**src/rtl/msb_drain_sched_pkg.sv**
```systemverilog
// rtl/msb_drain_sched_pkg.sv - shared constants, state enum and width helper for msb_drain_sched
package msb_drain_sched_pkg;

  localparam int N_DEFAULT = 32;

  function automatic int clog2(input int value);
    int width;
    width = 0;
    while ((1 << width) < value) begin
      width = width + 1;
    end
    return width;
  endfunction

  localparam int IW_DEFAULT = clog2(N_DEFAULT);

  typedef enum logic {
    IDLE  = 1'b0,
    DRAIN = 1'b1
  } state_t;

endpackage

```
**src/rtl/msb_drain_sched_if.sv**
```systemverilog
// rtl/msb_drain_sched_if.sv - request-in / grant-out handshake bundle for msb_drain_sched
interface msb_drain_sched_if
  import msb_drain_sched_pkg::*;
#(
  parameter int N = 32
) ();

  localparam int IW = clog2(N);

  logic          in_valid;
  logic          in_ready;
  logic [N-1:0]  in_word;
  logic          flush;
  logic          out_valid;
  logic          out_ready;
  logic [N-1:0]  out_onehot;
  logic [IW-1:0] out_index;
  logic          out_last;
  logic [IW:0]   out_count;
  logic          busy;

  // Side that supplies words and consumes grants.
  modport master (
    output in_valid, in_word, flush, out_ready,
    input  in_ready, out_valid, out_onehot, out_index, out_last, out_count, busy
  );

  // The scheduler itself.
  modport slave (
    input  in_valid, in_word, flush, out_ready,
    output in_ready, out_valid, out_onehot, out_index, out_last, out_count, busy
  );

endinterface

```
**src/rtl/msb_drain_sched_onehot_to_index.sv**
```systemverilog
// rtl/msb_drain_sched_onehot_to_index.sv - one-hot to binary index encoder
module onehot_to_index
  import msb_drain_sched_pkg::*;
#(
  parameter int N = 32,
  localparam int IW = clog2(N)
) (
  input  logic [N-1:0]  onehot,
  output logic [IW-1:0] index
);

  // Each index bit is the OR of every one-hot position whose number has that bit set.
  always_comb begin
    index = '0;
    for (int i = 0; i < N; i++) begin
      if (onehot[i]) begin
        index = index | IW'(i);
      end
    end
  end

endmodule

```
**src/rtl/msb_mask.sv**
```systemverilog
// rtl/msb_mask.sv - isolate the highest set bit of a 32-bit word
module msb_mask (
  input  logic [31:0] word,
  output logic [31:0] msb
);

  logic [31:0] smear;

  // Smear the top set bit downwards, then keep only the edge of the smear.
  always_comb begin
    smear = word;
    smear = smear | (smear >> 1);
    smear = smear | (smear >> 2);
    smear = smear | (smear >> 4);
    smear = smear | (smear >> 8);
    smear = smear | (smear >> 16);
    msb   = smear & ~(smear >> 1);
  end

endmodule

```
**src/rtl/msb_drain_sched.sv**
```systemverilog
// rtl/msb_drain_sched.sv - emit the set bits of a request word one per beat, MSB first
module msb_drain_sched
  import msb_drain_sched_pkg::*;
#(
  parameter int N = 32
) (
  input logic               clk,
  input logic               rst,
  msb_drain_sched_if.slave  bus
);

  localparam int IW = clog2(N);

  state_t        state;
  logic [N-1:0]  resid;
  logic [IW:0]   count;

  logic [31:0]   resid_ext;
  logic [31:0]   msb_ext;
  logic [N-1:0]  top_bit;
  logic [IW-1:0] top_index;
  logic          draining;
  logic          last;
  logic          fire;
  logic          flush_drain;
  logic          ready;
  logic          accept;
  logic          load;

  assign resid_ext = 32'(resid);

  msb_mask u_msb_mask (
    .word (resid_ext),
    .msb  (msb_ext)
  );

  assign top_bit = msb_ext[N-1:0];

  onehot_to_index #(.N(N)) u_onehot_to_index (
    .onehot (top_bit),
    .index  (top_index)
  );

  assign draining    = (state == DRAIN);
  assign last        = draining && ((resid & ~top_bit) == '0);
  assign fire        = draining && bus.out_ready;
  assign flush_drain = bus.flush && draining;
  // A new word may enter while the final beat leaves, or while a flush discards the current one.
  assign ready       = !draining || (fire && last) || flush_drain;
  assign accept      = bus.in_valid && ready;
  assign load        = accept && (bus.in_word != '0);

  assign bus.in_ready   = ready;
  assign bus.out_valid  = draining;
  assign bus.out_onehot = draining ? top_bit : '0;
  assign bus.out_index  = draining ? top_index : '0;
  assign bus.out_last   = last;
  assign bus.out_count  = count;
  assign bus.busy       = draining;

  // FSM, residual bits and beat counter; later assignments take priority (load > flush > fire).
  always_ff @(posedge clk) begin
    if (rst) begin
      state <= IDLE;
      resid <= '0;
      count <= '0;
    end else begin
      if (fire) begin
        resid <= resid & ~top_bit;
        count <= count + 1'b1;
        if (last) begin
          state <= IDLE;
        end
      end
      if (flush_drain) begin
        resid <= '0;
        count <= '0;
        state <= IDLE;
      end
      if (accept && draining) begin
        count <= '0;
      end
      if (load) begin
        resid <= bus.in_word;
        count <= '0;
        state <= DRAIN;
      end
    end
  end

endmodule
```
**src/flat_wrapper.sv**
```systemverilog
// flat-port wrapper written by rule: the top's interface ports become plain ports
module msb_drain_sched_flat import msb_drain_sched_pkg::*;
#(
  parameter int N = 32
)
  (clk, rst, bus_in_valid, bus_in_word, bus_flush, bus_out_ready, bus_in_ready, bus_out_valid, bus_out_onehot, bus_out_index, bus_out_last, bus_out_count, bus_busy);
  msb_drain_sched_if #(.N(N)) bus_i ();
  input logic clk;
  input logic rst;
  input wire logic [$bits(bus_i.in_valid)-1:0] bus_in_valid;
  input wire logic [$bits(bus_i.in_word)-1:0] bus_in_word;
  input wire logic [$bits(bus_i.flush)-1:0] bus_flush;
  input wire logic [$bits(bus_i.out_ready)-1:0] bus_out_ready;
  output wire logic [$bits(bus_i.in_ready)-1:0] bus_in_ready;
  output wire logic [$bits(bus_i.out_valid)-1:0] bus_out_valid;
  output wire logic [$bits(bus_i.out_onehot)-1:0] bus_out_onehot;
  output wire logic [$bits(bus_i.out_index)-1:0] bus_out_index;
  output wire logic [$bits(bus_i.out_last)-1:0] bus_out_last;
  output wire logic [$bits(bus_i.out_count)-1:0] bus_out_count;
  output wire logic [$bits(bus_i.busy)-1:0] bus_busy;
  assign bus_i.in_valid = bus_in_valid;
  assign bus_i.in_word = bus_in_word;
  assign bus_i.flush = bus_flush;
  assign bus_i.out_ready = bus_out_ready;
  assign bus_in_ready = bus_i.in_ready;
  assign bus_out_valid = bus_i.out_valid;
  assign bus_out_onehot = bus_i.out_onehot;
  assign bus_out_index = bus_i.out_index;
  assign bus_out_last = bus_i.out_last;
  assign bus_out_count = bus_i.out_count;
  assign bus_busy = bus_i.busy;
  msb_drain_sched #(.N(N)) u_core (.clk(clk), .rst(rst), .bus(bus_i));
endmodule
```
**config.mk**
```make
export PLATFORM = sky130hd
export DESIGN_NAME = msb_drain_sched_flat
export DESIGN_NICKNAME = d
export VERILOG_FILES = /design/src/rtl/msb_drain_sched_pkg.sv /design/src/rtl/msb_drain_sched_if.sv /design/src/rtl/msb_drain_sched_onehot_to_index.sv /design/src/rtl/msb_mask.sv /design/src/rtl/msb_drain_sched.sv /design/src/flat_wrapper.sv
export SDC_FILE = /design/constraint.sdc
export NUM_CORES = 1
export LEC_CHECK = 0
export ABC_AREA = 1
export CORE_ASPECT_RATIO = 0.9
export CORE_UTILIZATION = 48
export DETAILED_ROUTE_END_ITERATION = 8
export PLACE_DENSITY_LB_ADDON = 0.05
export SLEW_MARGIN = 15
export SYNTH_ARGS = -nofsm -noshare
export SYNTH_HDL_FRONTEND = slang
export SYNTH_HIERARCHICAL = 1
export SYNTH_SLANG_ARGS = --single-unit
```
**constraint.sdc**
```tcl
create_clock -name clk -period 2.5 [get_ports clk]
set_input_delay 0.5 -clock clk [delete_from_list [all_inputs] [get_ports clk]]
set_output_delay 0.5 -clock clk [all_outputs]
set_load 0.02 [all_outputs]
```
## Word level (Yosys, flattened, before mapping)

Index checks and enable logic that the tools add are counted.

- Output and inout port bits: 47
- Input port bits: 37
- Bits in registers: 39
- Word-level logic and storage cells: 85

- Reduce and logical (&&, ||, !) cells: 16
- Add/subtract/negate cells: 1
- Mux-type cells: 56
- Bitwise gates (word level): 9

Operator list:

| cell | count |
|---|---|
| $mux W32 | 7 |
| $mux W5 | 17 |
| $and A32 B32 Y32 | 2 |
| $mux W6 | 8 |
| $logic_not A32 Y1 | 1 |
| $mux W4 | 8 |
| $not A31 Y32 | 1 |
| $not A32 Y32 | 1 |
| $or A32 B16 Y32 | 1 |
| $or A32 B24 Y32 | 1 |
| $or A32 B28 Y32 | 1 |
| $or A32 B30 Y32 | 1 |
| $or A32 B31 Y32 | 1 |
| $reduce_bool A32 Y1 | 1 |
| $mux W3 | 4 |
| $mux W1 | 10 |
| $reduce_bool A4 Y1 | 2 |
| $logic_and A1 B1 Y1 | 7 |
| $add A6 B1 Y6 const B | 1 |
| $reduce_bool A5 Y1 | 1 |
| $mux W2 | 2 |
| $logic_or A1 B1 Y1 | 2 |
| $reduce_and A2 Y1 | 1 |
| $logic_not A1 Y1 | 1 |

## Logic depth before layout (Yosys ltp)

Gate-level depths: netlist of run 1.

- Depth after elaboration: 39
- Depth in mapped cells: 22
- Mapped depth without buffers: 20

## Hierarchy

The synthesis of run 1 kept the hierarchy.

By module, submodules not included:

| module | cells each | area an instance (µm²) | instances |
|---|---|---|---|
| msb_drain_sched | 560 | 3,100.5 | 1 |
| msb_mask | 193 | 822.0 | 1 |
| onehot_to_index | 57 | 226.5 | 1 |

## Least setup slack after synthesis of run 1

OpenSTA, ideal clock, no wires.

- Path kind: flip-flop to output port
- Start: reg u_core.resid[28]
- End: out bus_out_last
- Data required time: 2,000 ps
- Buffers on the path: 0
- Arrival: 2,282 ps
- Cell stages (with the launch flop): 14
- Path slack: -282 ps
- Cell sequence: dfxtp_1 > nor2_2 > nand2_4 > nor2_8 > nand2_4 > inv_2 > nand2_1 > nor2_1 > inv_1 > nand2_1 > nand4_1 > nor4_1 > nand2_1 > nor4_1

- Word-level cells in the longest chain between the ends: 11

Ends and longest elaborated chain:

| element | line | text |
|---|---|---|
| from (decl) | msb_drain_sched.sv:15 | `logic [N-1:0] resid;` |
| from (signal assigned) | msb_drain_sched.sv:69 | `resid <= resid & ~top_bit;` |
| from (signal assigned) | msb_drain_sched.sv:84 | `resid <= bus.in_word;` |
| $or A32 B31 Y32 (*) | msb_mask.sv:12 | `smear = smear \| (smear >> 1);` |
| $or A32 B30 Y32 (*) | msb_mask.sv:13 | `smear = smear \| (smear >> 2);` |
| $or A32 B28 Y32 (*) | msb_mask.sv:14 | `smear = smear \| (smear >> 4);` |
| $or A32 B24 Y32 (*) | msb_mask.sv:15 | `smear = smear \| (smear >> 8);` |
| $or A32 B16 Y32 (*) | msb_mask.sv:16 | `smear = smear \| (smear >> 16);` |
| $not A31 Y32 | msb_mask.sv:17 | `msb = smear & ~(smear >> 1);` |
| $and A32 B32 Y32 (*) | msb_mask.sv:17 |  |
| via u_core.msb_ext[13] | msb_drain_sched.sv:19 | `logic [31:0] msb_ext;` |
| $not A32 Y32 (*) | msb_drain_sched.sv:45 | `assign last = draining && ((resid & ~top_bit) == '0);` |
| $and A32 B32 Y32 (*) | msb_drain_sched.sv:45 |  |
| $logic_not A32 Y1 (*) | msb_drain_sched.sv:45 |  |
| $logic_and A1 B1 Y1 (*) | msb_drain_sched.sv:45 |  |
| to (decl) | flat_wrapper.sv:18 | `output wire logic [$bits(bus_i.out_last)-1:0] bus_out_last;` |

The timed path passes the listed nets; every way through them passes the cells marked *.

## Final worst setup path of run 1

- Start: reg u_core.resid[26]
- End: out bus_out_last

The elaborated chain is that of the path after synthesis.

==> reports/metrics.yaml, run 1 <==
final_layout:
  syn2layout_area_growth_pct: 69.48
  multi_input_area_um2: 3244
  drive_gt1_share_pct: 33.89
  regArea_um2: 823.3
  final_nets: 1064
  n_antenna_cell: 0
  fill_cells: 490
  final_area_um2: 7032
worst_setup_path:
  critical_path_class: "flop to primary output"
  arrival_ns: 2.87
  end_kind: "primary output"
  r2r_setup_slack_ns: -0.78
  crit_required_ns: 2.00
  start_kind: "flop"
  crit_fanout: 4
power_and_ir_drop:
  ir_drop_mv: 0.3844
  finalPower_uw: 3288
  leakagePower_uw: 0.004014
  power.density_nw_per_um2: 467.6
detailed_routing:
  routed_wl_um: 20710
  drt_iter0_markers: 880
  ant_nets: 0
  routed_via_density: 5.786
  wl_per_cell_um: 18.13
  dr.pass1.iters: 7
  routed-via-count: 6608
  drc: 0
place:
  place_ws_ns: -0.8161
  place.gp.congestion: 0.9753
  port_buffers: 83
  dpl_cell_area_um2: 5913
  hpwlAfterDp_um: 12080
cts:
  h-tree-depth: 2
  path_clk_slew_ns: 0.10
  clkSinkCount: 39
  clk_root_buffer_cell: "clkbuf_8"
  tritoncts: "done"
  numCtsBuffers: 5
  clock_latency_ns: 0.31
  cts_max_path_buffers: 2
  cts_hold_buf: 0
yosys:
  synth_area_leaders: "nand2_1 24%, nor2_1 20%, dfxtp_1 19%, inv_1 9.6%, nand4_1 6.5%"
  synth_area_um2: 4149
  ys_seq_area_share_pct: 18.82
  synth-edff-count: 0
  syn-num-nets: 848
  synth_top_area_share_pct: 24.07
  synth_commonest_cells: "266 x nand2_1, 223 x nor2_1, 106 x inv_1"
  synth.most_common_cell: "nand2_1"
  synth_top_cell_by_area: "nand2_1"
  syn_inst: 810
  async_flop_share_pct: 0
  synth_seq_cells: 39
  synth_cell_type_count: 28
  syn_area_per_cell_um2: 5.122
  synthFlopType: "dfxtp_1"
  synth-warning-count: 6
floorplan:
  die_area_um2: 9020
  rows: 31
  core-area_um2: 8223
  initial_core_util_pct: 50.46
  fp.dieH_um: 90.20
  ioPinCount: 84
  die_x_um: 100
sta:
  final.setup.worst_slack_ns: -0.8671
  fmax_ghz: 0.2970
  setup_tns_ns: -26.53
  hold_violations: 0
  finalCritPeriodShare_pct: 134.7
  whs_ns: 0.5499
  worst_pin_slew_ns: 0.5285
  slew_violations: 0
  clock_skew_ns: 0.01024
  final-setup-viol-count: 50
  period_minus_slack_ns: 3.367
  rsz0062_at_grt: "true"
  relSlewSlack_pct: 64.44
global_routing:
  grt_pass1_wl_um: 25450
  grt_pass1_vias: 5252
  grt_max_degree: 38
  grt_use_total_pct: 35.35
  antenna_found_initial: 0
  grt-ovfl-total: 0
flow_run:
  maxCapViolations: 0
run_status:
  violations: "negative setup slack"
  outcome: "complete, but fails checks"
worst_hold_path:
  min_path_type: "flop to flop"
state kept, by name, summed over array words and instances (netlist names):
signal                count
u_core/resid             32
u_core/bus.out_count      6
u_core/bus.busy           1
where the power goes:
part	switching [µW]	leakage (µW)	total [µW]	internal, µW
logic	1090	0.00362	1910	822
registers	93.1	0.000331	777	684
clock network	274	0.0000618	603	329
critical path: stages, from the launching register on:
cell     delay, ns
dfxtp_4       0.38
nor2_4        0.17
nand2_2       0.10
nor2_4        0.22
nand2_2       0.11
inv_2         0.08
nand2_2       0.06
nor2_4        0.12
inv_2         0.05
nand2_4       0.09
nand4_1       0.19
nor4_2        0.31
nand2_1       0.18
nor4_4        0.29
buf_4         0.20
through the flow:
stage | utilization (%) | cells
2_1_floorplan | - | 810
3_3_place_gp | 71.91 | 1097
3_5_place_dp | 71.91 | 1097
4_1_cts | 75.79 | 1109
5_1_grt | 85.51 | 1142
6_report | 85.51 | 1142
placed cells by master (no fill, tap or decap), types with 24 or more instances in the layout:
master | Yosys | final
buf_4 | 2 | 135
nand3b_1 | 31 | 31
clkdlybuf4s50_1 | 0 | 46
nor2_1 | 223 | 164
buf_6 | 5 | 24
nor2_2 | 13 | 40
nand4_1 | 43 | 43
nor2_4 | 2 | 34
inv_1 | 106 | 97
nand2_1 | 266 | 236
cells by family after synthesis:
logic type / count (synthesis) / synth area share, %
compound gates: 3 / 0.3618
xor+xnor: 5 / 1.056
fa+ha+maj: 1 / 0.3015
buf+inv: 150 / 14.84
flops: 39 / 18.82
simple gates: 612 / 64.63
area by class of cell:
class	instances	area share, %
clock buffers	6	1.174
clock inverters	2	0.5516
inverters	115	6.210
multi-input cells	621	46.14
flip-flops and latches	39	11.71
well taps	115	2.046
repair buffers	244	32.17
what timing repair did:
item / 4_1_cts / 5_1_grt
pin swaps: 13 / 58
endpoints found under the setup margin: 75 / 78
setup buffers: 4 / 26
cloned: 0 / 7
resized for setup: 76 / 228
routing by layer:
layer | wire length, µm | GRT usage [%] | vias up
met5 | 0 | 0 | -
met4 | 1520 | 8.454 | 0
met3 | 2572 | 5.910 | 181
met2 | 9206 | 57.30 | 563
met1 | 7408 | 48.64 | 2974
li1 | - | - | 2890
final timing paths:
kind | from | depth (start not counted) | end
hold reg to reg | u_core/bus.out_count[5] | 3 | u_core/bus.out_count[5]
hold / removal | u_core/bus.out_count[5] | 3 | u_core/bus.out_count[5]
setup reg to reg | u_core/resid[31] | 21 | u_core/resid[20]
setup / recovery | u_core/resid[26] | 14 | bus_out_last
(Power assumes the default switching activity.)
==> inputs of run 2 (changes only) <==
--- a/config.mk
+++ b/config.mk
@@ -8,6 +8,7 @@
 export ABC_AREA = 1
 export CORE_ASPECT_RATIO = 0.9
 export CORE_UTILIZATION = 48
+export CTS_CLUSTER_DIAMETER = 150
 export DETAILED_ROUTE_END_ITERATION = 8
 export PLACE_DENSITY_LB_ADDON = 0.05
 export SLEW_MARGIN = 15
==> results of run 2 <==
No change in the layout: final DEF, timing and power equal those of run 1.
==> inputs of run 3 (changes only) <==
--- a/config.mk
+++ b/config.mk
@@ -6,6 +6,7 @@
 export NUM_CORES = 1
 export LEC_CHECK = 0
 export ABC_AREA = 1
+export ABC_CLOCK_PERIOD_IN_PS = 2500
 export CORE_ASPECT_RATIO = 0.9
 export CORE_UTILIZATION = 48
 export CTS_CLUSTER_DIAMETER = 150
==> results of run 3 <==
No change in the layout: final DEF, timing and power equal those of run 1.
